==> src/rtl/data_memory_access_unit.sv <==
// MEM-stage data memory access unit: runs a req/ack transaction with data memory,
// steers store lanes, right-aligns load data and flags misaligned or timed-out accesses.
module data_memory_access_unit #(
  parameter int TIMEOUT   = 16,
  parameter int TIMEOUT_W = 8
) (
  input  logic        clk_in,
  input  logic        rst_in,
  input  logic        req_in,
  input  logic        write_in,
  input  logic [31:0] addr_in,
  input  logic [1:0]  size_in,
  input  logic [31:0] wdata_in,
  output logic        stall_out,
  output logic        done_out,
  output logic [31:0] rdata_out,
  output logic        misaligned_out,
  output logic        bus_error_out,
  output logic        mem_req_out,
  output logic        mem_we_out,
  output logic [31:0] mem_addr_out,
  output logic [3:0]  mem_be_out,
  output logic [31:0] mem_wdata_out,
  input  logic        mem_ack_in,
  input  logic [31:0] mem_rdata_in
);

  typedef enum logic [1:0] {IDLE, ACCESS, DONE} state_t;

  localparam logic [TIMEOUT_W-1:0] TO_LAST = (TIMEOUT == 0) ? '0 : TIMEOUT_W'(TIMEOUT - 1);

  state_t               state, state_nxt;
  logic [TIMEOUT_W-1:0] cnt;
  logic                 mis_p1, err_p1;
  logic [31:0]          addr_p1;
  logic [1:0]           size_p1;
  logic                 we_p1;
  logic [3:0]           be_p1;
  logic [31:0]          wdata_p1;
  logic                 req_mis, timeout_hit, in_access;

  function automatic logic is_misaligned(input logic [1:0] size, input logic [1:0] off);
    case (size)
      2'b00:   return 1'b0;
      2'b01:   return off[0];
      default: return off != 2'b00;
    endcase
  endfunction

  function automatic logic [3:0] lane_be(input logic [1:0] size, input logic [1:0] off);
    case (size)
      2'b00:   return 4'b0001 << off;
      2'b01:   return off[1] ? 4'b1100 : 4'b0011;
      default: return 4'b1111;
    endcase
  endfunction

  function automatic logic [31:0] lane_data(input logic [1:0] size, input logic [31:0] wdata);
    case (size)
      2'b00:   return {4{wdata[7:0]}};
      2'b01:   return {2{wdata[15:0]}};
      default: return wdata;
    endcase
  endfunction

  function automatic logic [31:0] align_load(input logic [1:0] size, input logic [1:0] off,
                                             input logic [31:0] word);
    logic [31:0] sh;
    sh = word >> {off, 3'b000};
    case (size)
      2'b00:   return {24'b0, sh[7:0]};
      2'b01:   return {16'b0, sh[15:0]};
      default: return sh;
    endcase
  endfunction

  assign req_mis     = is_misaligned(size_in, addr_in[1:0]);
  assign timeout_hit = (TIMEOUT != 0) && (cnt == TO_LAST);
  assign in_access   = (state == ACCESS);

  always_comb begin
    state_nxt = state;
    case (state)
      IDLE:    if (req_in) state_nxt = req_mis ? DONE : ACCESS;
      ACCESS:  if (mem_ack_in || timeout_hit) state_nxt = DONE;
      DONE:    state_nxt = IDLE;
      default: state_nxt = IDLE;
    endcase
  end

  // Control and load-result registers
  always_ff @(posedge clk_in or posedge rst_in) begin
    if (rst_in) begin
      state     <= IDLE;
      cnt       <= '0;
      mis_p1    <= 1'b0;
      err_p1    <= 1'b0;
      rdata_out <= '0;
    end else begin
      state <= state_nxt;
      case (state)
        IDLE: begin
          if (req_in) begin
            cnt    <= '0;
            mis_p1 <= req_mis;
            err_p1 <= 1'b0;
          end
        end
        ACCESS: begin
          // Ack wins over a timeout landing in the same cycle.
          if (mem_ack_in) begin
            if (!we_p1) rdata_out <= align_load(size_p1, addr_p1[1:0], mem_rdata_in);
          end else if (timeout_hit) begin
            err_p1 <= 1'b1;
          end else begin
            cnt <= cnt + 1'b1;
          end
        end
        default: ;
      endcase
    end
  end

  // Access fields captured on acceptance; only observed while in ACCESS
  always_ff @(posedge clk_in) begin
    if (state == IDLE && req_in && !req_mis) begin
      addr_p1  <= addr_in;
      size_p1  <= size_in;
      we_p1    <= write_in;
      be_p1    <= lane_be(size_in, addr_in[1:0]);
      wdata_p1 <= lane_data(size_in, wdata_in);
    end
  end

  assign stall_out      = in_access || (state == IDLE && req_in);
  assign done_out       = (state == DONE);
  assign misaligned_out = done_out && mis_p1;
  assign bus_error_out  = done_out && err_p1;
  assign mem_req_out    = in_access;
  assign mem_we_out     = in_access && we_p1;
  assign mem_addr_out   = in_access ? {addr_p1[31:2], 2'b00} : '0;
  assign mem_be_out     = in_access ? be_p1 : '0;
  assign mem_wdata_out  = in_access ? wdata_p1 : '0;

endmodule

==> config.mk <==
export PLATFORM = sky130hd
export DESIGN_NAME = data_memory_access_unit
export DESIGN_NICKNAME = d
export VERILOG_FILES = /design/src/rtl/data_memory_access_unit.sv
export SDC_FILE = /design/constraint.sdc
export NUM_CORES = 1
export LEC_CHECK = 0
export ABC_AREA = 1
export CAP_MARGIN = 20
export CORE_MARGIN = 2
export CORE_UTILIZATION = 30
export CTS_CLUSTER_SIZE = 16
export DETAILED_ROUTE_END_ITERATION = 7
export MAX_ROUTING_LAYER = met4
export PLACE_DENSITY = 0.63
export SLEW_MARGIN = 20
export SYNTH_ARGS = -nofsm -noshare
export SYNTH_HDL_FRONTEND = slang
export SYNTH_SLANG_ARGS = --single-unit
export TNS_END_PERCENT = 1
==> constraint.sdc <==
create_clock -name clk_in -period 6 [get_ports clk_in]
set_input_delay 1.2 -clock clk_in [delete_from_list [all_inputs] [get_ports clk_in]]
set_output_delay 1.2 -clock clk_in [all_outputs]
set_load 0.005 [all_outputs]
==> results of run 1 <==
[worst min path at each step]
stage / depth (start not counted) / endpoint / start
after floorplan: 2 / err_p1 / err_p1
after global placement: 2 / err_p1 / err_p1
after detailed placement: 2 / err_p1 / err_p1
after CTS: 2 / err_p1 / err_p1
after global routing: 2 / err_p1 / err_p1
final: 2 / err_p1 / err_p1
[cells by family after synthesis]
logic type               count (synthesis)  synth area share
adder cells (fa/ha/maj)                  1           0.00226
XOR/XNOR                                 3           0.00475
other                                    1          0.000678
buffers and inverters                  132            0.0982
flip-flops                             115             0.585
AO/OA/AOI/OAI                           79            0.0740
AND/OR/NAND/NOR                        317             0.235
[power groups by stage]
stage	Clock, mW	Sequential [mW]	Combinational (mW)
global placement	0	1.09	0.821
CTS	1.08	1.08	0.832
finish	1.05	1.08	0.819
floorplan	0	1.09	0.324
global route	1.11	1.10	0.907
detailed placement	0	1.09	0.825
[cells in the mapped netlist, types with 7 or more instances]
cell type,count,area (um^2)
edfxtp_1,71,2130
buf_2,10,50.1
clkbuf_1,15,56.3
inv_1,94,353
o21ai_1,7,35.0
dfrtp_1,44,1100
nand2_1,170,638
nand3_1,44,220
nor2_1,90,338
o21ai_0,65,325
[worst register-to-register path, stage by stage (launching register included)]
cell and delay, ns:
dfrtp_1 0.41, inv_1 0.11, nand3_1 0.43, a21oi_4 0.52
buf_12 0.35
[flip-flops by register name (all words and copies together), names as in the netlist]
signal,cells
size_p1,2
state,2
cnt,8
rdata_out,32
mis_p1,1
wdata_p1,32
be_p1,4
err_p1,1
addr_p1,32
we_p1,1
[metal layers]
layer,GRT usage,routed length (um),part of all wire,vias to the layer above
li1,-,-,-,2445
met1,0.225,7160,0.44,2256
met2,0.261,7270,0.45,213
met3,0.0520,1450,0.090,19
met4,0.0568,282,0.017,0
met5,-,0,0,-
[cell usage in the layout (no fill, tap or decap), types with 3 or more instances in the layout]
master and instances:
dfrtp_1 44, clkdlybuf4s50_1 206, nand2_1 170, o211ai_1 4, clkbuf_16 17, nand3_1 44
inv_2 4, nor2_2 3, nand4_1 4, nor2_1 89, inv_8 4, inv_6 6
inv_1 93, o21ai_1 7, edfxtp_1 71, o21ai_0 65, buf_4 3
[cell type report]
type,instances,share of cell area
sequential,115,0.386
timing repair buffer,210,0.251
multi-input combinational,402,0.211
clock buffer,17,0.0508
inverter,99,0.0444
tap,229,0.0342
clock inverter,15,0.0218
[stage by stage]
stage	setup WS [ns]	util	hold slack (ns)
2_1_floorplan	0.325	-	0.435
3_3_place_gp	1.87	0.431	0.461
3_5_place_dp	1.87	0.431	0.460
4_1_cts	1.84	0.464	0.479
5_1_grt	1.81	0.465	0.494
6_report	1.88	0.465	0.468
==> flow_summary_export.csv, run 1 <==
group,metric,value,unit
floorplan,dieArea,19500,um^2
power,clkPwrFrac,0.356,
setup_path,crit_family,"buffers and inverters",
route,ant_nets,0,
route,drc,0,
setup_path,cp-end-kind,"output pin",
cts,htreeDepth,4,
power,p_seq_frac,0.366,
yosys,yosysWarnings,0,
yosys,ys.flop_type,"edfxtp_1",
setup_path,crit_start,"req_in",
global_routing,grt_max_degree,65,
floorplan,initial_core_util,0.307,
cts,clock-sinks,115,
power,power,2.95,mW
setup_path,reg2reg_to,"addr_p1[6]",
timing,rsz0062_at_grt,"false",
layout,syn_to_final_growth,51.5,%
setup_path,cp_max_fo,12,
yosys,yosys_register_bits,115,
setup_path,cp_num_cells,4,
timing,hold_violations,0,
placed_design,place_congestion,0.841,
timing,slew_headroom,0.415,
layout,seq_area,3230,um^2
layout,diodes,0,
yosys,ys_async_sr_fraction,0.383,
placed_design,placed_area,7760,um^2
global_routing,antenna_found_initial,0,
timing,skew,0.00916,ns
power,ir_drop,0.235,mV
yosys,synth.cell_area,5530,um^2
cts,cts_hold_buf,0,
cts,clk_pin_slew,0.06,ns
layout,num-fill-cells,1761,
setup_path,r2r-start,"state[1]",
global_routing,track_usage,0.173,
floorplan,io_pins,209,
setup_path,crit_path_cell_trace,"clkdlybuf4s50_1 -> nand3_1 -> nand2_1 -> clkdlybuf4s50_1",
setup_path,path_class,"input port to output pin",
layout,final_cell_area,8370,um^2
cts,cts_buffers,17,
floorplan,die_x,140,um
timing,slew_violations,0,
yosys,syn_inst,648,
setup_path,endpoint,"stall_out",
setup_path,crit_path_max_incr_delay,0.54,ns
route,drt-total-wl,16200,um
layout,final_nets,949,
timing,timing.final.crit_share,0.687,
cts,cts_tree,"built",
cts,clk_latency,0.42,ns
timing,setup_viol,0,
layout,multiInputGateArea,1770,um^2
cts,cts-resized-gates,0,
yosys,synth.avg_cell_area,8.53,um^2
power,internal_power,2.07,mW
placed_design,place_hpwl,11100,um
yosys,yosysSeqAreaShare,0.585,
route,vias_per_cell,4.54,
setup_path,start_kind,"input port",
power,power_leakage,3.75,nW
setup_path,cp.arrival,2.92,ns
power,p_sw_frac,0.297,
floorplan,core,18000,um^2
setup_path,slowest_stage,"clkdlybuf4s50_1",
timing,setup_tns,0,ns
yosys,synth_edf_count,71,
power,p_per_area,352,nW/um^2
status,outcome,"finished, final reports clean",
global_routing,grt_pass1_vias,4930,
layout,drive_gt1_frac,0.0583,
route,routedWlPerCell,14.9,um
power,p_switching,0.876,mW
timing,fmax,242,MHz
worst_hold_path,hold_path.class,"flop to flop",
layout,final_cells,1087,
setup_path,rr_worst_depth,4,
route,dr.pass1.iters,5,
timing,worst_pin_slew,0.877,ns
setup_path,reg2reg_slack,3.78,ns
placed_design,io_buffers,206,
cts,cts_buffer_depth,2,
cts,root_buffer,"clkbuf_16",
route,drt_iter0_markers,336,
floorplan,dieHeight,140,um
floorplan,row_count,49,
timing,min_period,4.12,ns
setup_path,path_common_cell,"clkdlybuf4s50_1",
global_routing,grt_overflow_total,0,
setup_path,cp.buffers_inverters,2,
setup_path,critPathRequiredTime,4.80,ns
yosys,ys_types,33,
job,maxCapViolCount,0,
power,combinationalPowerShare,0.278,
cts,post_cts_buffers,0,
route,vias,4933,
global_routing,grt_pass1_wl,25800,um
placed_design,dp_cells,1055,
Note: power is estimated with default switching activity, not from simulation.
==> run 2: changes to the inputs <==
==> constraint.sdc (replaced) <==
create_clock -name clk_in -period 3.85 [get_ports clk_in]
set_input_delay 0.77 -clock clk_in [delete_from_list [all_inputs] [get_ports clk_in]]
set_output_delay 0.77 -clock clk_in [all_outputs]
set_load 0.005 [all_outputs]
==> run 2 against run 1 <==
Worst setup slack worse by 1.2 ns; clock power is 52% higher; critical path depth is 2 higher; clock-buffer cell count stayed put; sequential power is 56% higher.
==> flow_summary_export.csv, run 2 (synthesized netlist as in run 1, its figures left out) <==
group,metric,value,unit
timing,hold_violations,0,
cts,clk_pin_slew,0.06,ns
timing,rsz0062_at_grt,"false",
worst_hold_path,hold_path.class,"flop to flop",
cts,clk_latency,0.42,ns
setup_path,reg2reg_slack,1.74,ns
layout,layout_common_cells,"206 x clkdlybuf4s50_1, 170 x nand2_1, 93 x inv_1",
power,clkPwrFrac,0.349,
setup_path,cp.arrival,2.38,ns
floorplan,core,18000,um^2
route,drt-total-wl,16100,um
global_routing,grt_pass1_wl,25900,um
power,p_switching,1.35,mW
route,drc,0,
global_routing,grt_pass1_vias,4930,
power,p_seq_frac,0.367,
global_routing,grt_overflow_total,0,
worst_hold_path,min_to,"err_p1",
power,p_per_area,544,nW/um^2
cts,clock-sinks,115,
global_routing,grt_max_degree,45,
setup_path,cp-end-kind,"output pin",
placed_design,io_buffers,206,
setup_path,r2r-start,"addr_p1[0]",
floorplan,dieHeight,140,um
cts,post_cts_buffers,0,
cts,cts_hold_buf,0,
timing,setup_tns,0,ns
timing,worst_pin_slew,0.822,ns
worst_hold_path,hold_depth,2,
cts,cts_tree,"built",
global_routing,track_usage,0.173,
layout,top_regs,"addr_p1 (32), rdata_out (32), wdata_p1 (32)",
placed_design,place_hpwl,11400,um
layout,diodes,0,
setup_path,path_class,"flop to output pin",
route,vias_per_cell,4.52,
power,power_leakage,3.77,nW
cts,root_buffer,"clkbuf_16",
cts,htreeDepth,4,
power,p_sw_frac,0.295,
floorplan,die_x,140,um
setup_path,cp_max_fo,31,
job,maxCapViolCount,0,
worst_hold_path,min_from,"err_p1",
floorplan,initial_core_util,0.307,
setup_path,start_kind,"flop",
timing,setup_viol,0,
floorplan,row_count,49,
cts,cts-resized-gates,0,
timing,slew_headroom,0.452,
route,vias,4941,
cts,cts_buffers,17,
setup_path,critPathRequiredTime,3.08,ns
timing,slew_violations,0,
layout,syn_to_final_growth,52.3,%
route,routedWlPerCell,14.7,um
cts,cts_buffer_depth,2,
status,outcome,"finished, final reports clean",
setup_path,rr_worst_depth,5,
layout,drive_gt1_frac,0.0659,
route,dr.pass1.iters,4,
layout,final_nets,956,
power,power,4.58,mW
floorplan,dieArea,19500,um^2
timing,skew,0.00926,ns
power,combinationalPowerShare,0.284,
timing,min_period,3.15,ns
setup_path,reg2reg_to,"rdata_out[10]",
timing,timing.final.crit_share,0.818,
placed_design,place_congestion,0.860,
power,ir_drop,0.325,mV
route,drt_iter0_markers,217,
floorplan,io_pins,209,
timing,fmax,318,MHz
power,internal_power,3.23,mW
route,ant_nets,0,
global_routing,antenna_found_initial,0,
layout,final_common_cell,"clkdlybuf4s50_1",
-- run 2: cell count changes in the layout (fill, tap and decap cells not counted) --
| cell | before | now |
|---|---|---|
| buf_4 | 3 | 10 |
| clkinv_4 | 2 | 0 |
| buf_12 | 1 | 0 |
| clkinv_2 | 0 | 1 |
| buf_16 | 0 | 1 |
| inv_8 | 4 | 2 |
| clkinvlp_4 | 1 | 4 |
-- run 2: per-layer routing --
metal | global-route usage | up-vias | part of all wire
met3 | 0.0544 | 20 | 0.084
met5 | - | - | 0
met4 | 0.0542 | 0 | 0.016
li1 | - | 2458 | -
met2 | 0.260 | 205 | 0.45
met1 | 0.225 | 2258 | 0.45
-- run 2: layout make-up --
class / count / area, um^2
Clock buffer: 17 / 425
Clock inverter: 15 / 170
Fill cell: 1747 / 9600
Inverter: 99 / 372
Multi-Input combinational cell: 402 / 1770
Sequential cell: 115 / 3230
Tap cell: 229 / 287
Timing Repair Buffer: 217 / 2160
-- run 2: how the worst max path moves through the flow --
stage / start / to / slack (ns) / depth (start not counted)
6_report: state[0] / mem_wdata_out[31] / 0.70 / 6
5_1_grt: state[0] / mem_wdata_out[31] / 0.50 / 6
4_1_cts: state[0] / mem_addr_out[15] / 0.64 / 6
3_5_place_dp: size_in[1] / wdata_p1[19] / 0.47 / 5
3_3_place_gp: size_in[0] / wdata_p1[12] / 0.55 / 5
2_1_floorplan: size_in[1] / addr_p1[0] / 0.17 / 4
-- run 2: worst max-delay path, cell delays in order, from the launching register on --
cell	delay [ns]
dfrtp_1	0.41
inv_2	0.11
nor2_4	0.07
inv_2	0.45
buf_4	0.38
nor2_1	0.09
clkdlybuf4s50_1	0.46
-- run 2: power groups by stage --
stage	Clock (mW)	Sequential [mW]	Combinational, mW
floorplan	0	1.70	0.506
global placement	0	1.70	1.30
detailed placement	0	1.71	1.30
CTS	1.63	1.68	1.31
global route	1.68	1.71	1.44
finish	1.60	1.68	1.30
-- run 2: stage by stage --
stage | cell area, um^2 | hold slack [ns] | util | worst slack, ns | instances
2_1_floorplan | 5540 | 0.435 | - | 0.169 | 649
3_3_place_gp | 7800 | 0.461 | 0.433 | 0.546 | 1061
3_5_place_dp | 7800 | 0.455 | 0.433 | 0.466 | 1061
4_1_cts | 8390 | 0.476 | 0.466 | 0.643 | 1093
5_1_grt | 8420 | 0.525 | 0.467 | 0.499 | 1094
6_report | 8420 | 0.478 | 0.467 | 0.702 | 1094
==> run 3: changes to the inputs <==
==> constraint.sdc (replaced) <==
create_clock -name clk_in -period 3 [get_ports clk_in]
set_input_delay 0.6 -clock clk_in [delete_from_list [all_inputs] [get_ports clk_in]]
set_output_delay 0.6 -clock clk_in [all_outputs]
set_load 0.005 [all_outputs]
==> run 3 against run 2 <==
Combinational power rose by 30%; critical path type unchanged; sequential share of layout area decreased by 0.16 points; cell count about the same.
==> flow_summary_export.csv, run 3 (synthesized netlist as in run 1, its figures left out) <==
group,metric,value,unit
timing,skew,0.0123,ns
setup_path,crit_family,"buffers and inverters",
layout,diodes,0,
global_routing,antenna_found_initial,0,
layout,syn_to_final_growth,53.0,%
setup_path,critPathRequiredTime,2.40,ns
route,routedWlPerCell,14.9,um
job,maxCapViolCount,0,
floorplan,row_count,49,
global_routing,grt_pass1_wl,26000,um
cts,cts_buffer_depth,2,
cts,cts_tree,"built",
timing,min_period,2.69,ns
layout,final_common_cell,"clkdlybuf4s50_1",
layout,top_regs,"addr_p1 (32), rdata_out (32), wdata_p1 (32)",
global_routing,grt_pass1_vias,5011,
floorplan,initial_core_util,0.307,
floorplan,die_x,140,um
global_routing,track_usage,0.175,
timing,slew_headroom,0.544,
timing,rsz0062_at_grt,"false",
setup_path,slowest_stage,"clkdlybuf4s50_1",
floorplan,dieArea,19500,um^2
cts,cts-resized-gates,0,
timing,setup_viol,0,
floorplan,io_pins,209,
timing,setup_tns,0,ns
setup_path,crit_path_cell_trace,"nor2_4 -> inv_2 -> buf_4 -> nand2_1 -> clkdlybuf4s50_1",
timing,slew_violations,0,
timing,worst_pin_slew,0.680,ns
floorplan,core,18000,um^2
global_routing,grt_overflow_total,0,
setup_path,cp.buffers_inverters,3,
route,drt_iter0_markers,258,
setup_path,crit_path_max_incr_delay,0.52,ns
setup_path,path_class,"flop to output pin",
timing,fmax,372,MHz
setup_path,cp_max_fo,26,
route,vias,4939,
route,dr.pass1.iters,4,
timing,fin_hold_ws,0.485,ns
route,drc,0,
route,vias_per_cell,4.51,
placed_design,place_congestion,0.792,
cts,cts_hold_buf,0,
global_routing,grt_max_degree,60,
cts,clk_pin_slew,0.06,ns
setup_path,start_kind,"flop",
power,power_leakage,3.79,nW
status,outcome,"finished, final reports clean",
route,drt-total-wl,16300,um
cts,clock-sinks,115,
setup_path,cp-end-kind,"output pin",
floorplan,dieHeight,140,um
placed_design,io_buffers,206,
layout,drive_gt1_frac,0.0658,
worst_hold_path,hold_path.class,"flop to flop",
cts,root_buffer,"clkbuf_16",
cts,cts_buffers,17,
placed_design,place_hpwl,11300,um
cts,htreeDepth,4,
layout,final_cells,1095,
power,ir_drop,0.389,mV
timing,hold_violations,0,
power,p_per_area,709,nW/um^2
layout,final_nets,957,
layout,layout_common_cells,"206 x clkdlybuf4s50_1, 170 x nand2_1, 93 x inv_1",
cts,clk_latency,0.42,ns
timing,timing.final.crit_share,0.896,
placed_design,dp_cells,1063,
route,ant_nets,0,
cts,post_cts_buffers,0,
setup_path,cp.arrival,2.09,ns
[run 3: final cells by class]
cell class | count | area [um^2]
flip-flops and latches | 115 | 3230
inverters | 99 | 372
clock buffers | 17 | 425
multi-input cells | 402 | 1770
clock inverters | 15 | 196
well taps | 229 | 287
fillers | 1765 | 9570
repair buffers | 218 | 2180
[run 3: path summary, 6_finish.rpt]
check	startpoint	endpoint	slack [ns]	depth (start not counted)
hold / removal	err_p1	err_p1	0.49	2
max in group asynchronous	rst_in	rdata_out[28]	1.94	3
setup reg to reg	addr_p1[1]	rdata_out[13]	1.12	3
setup / recovery	state[1]	stall_out	0.31	5
min in group asynchronous	rst_in	rdata_out[25]	0.65	3
hold reg to reg	err_p1	err_p1	0.49	2
[run 3: metrics by stage]
stage | setup slack [ns] | area [um^2] | power, mW | util
after floorplan | 0.313 | 5540 | 2.82 | -
after global placement | 0.575 | 7840 | 3.86 | 0.435
after detailed placement | 0.517 | 7840 | 3.88 | 0.435
after CTS | 0.277 | 8460 | 6.06 | 0.469
after global routing | 0.208 | 8460 | 6.33 | 0.469
final | 0.312 | 8460 | 6.00 | 0.469
[run 3: tightest hold or removal path, delay by kind of cell (launching register included)]
kind	cells	cell delay (ns)
and+or+nand+nor	2	0.10
DFF	1	0.35
[run 3: power breakdown]
group / internal [mW] / switching (mW) / leakage [nW] / total [mW]
clock network: 1.33 / 0.826 / 0.295 / 2.16
logic: 0.897 / 0.796 / 2.26 / 1.69
registers: 2.01 / 0.131 / 1.24 / 2.14
[run 3: per-layer routing]
layer,wire (um),part of all wire,up-vias,global-route usage
li1,-,-,2462,-
met4,165,0.010,0,0.0426
met5,0,0,-,-
met1,7090,0.44,2274,0.217
met3,1520,0.094,14,0.0643
met2,7500,0.46,189,0.273
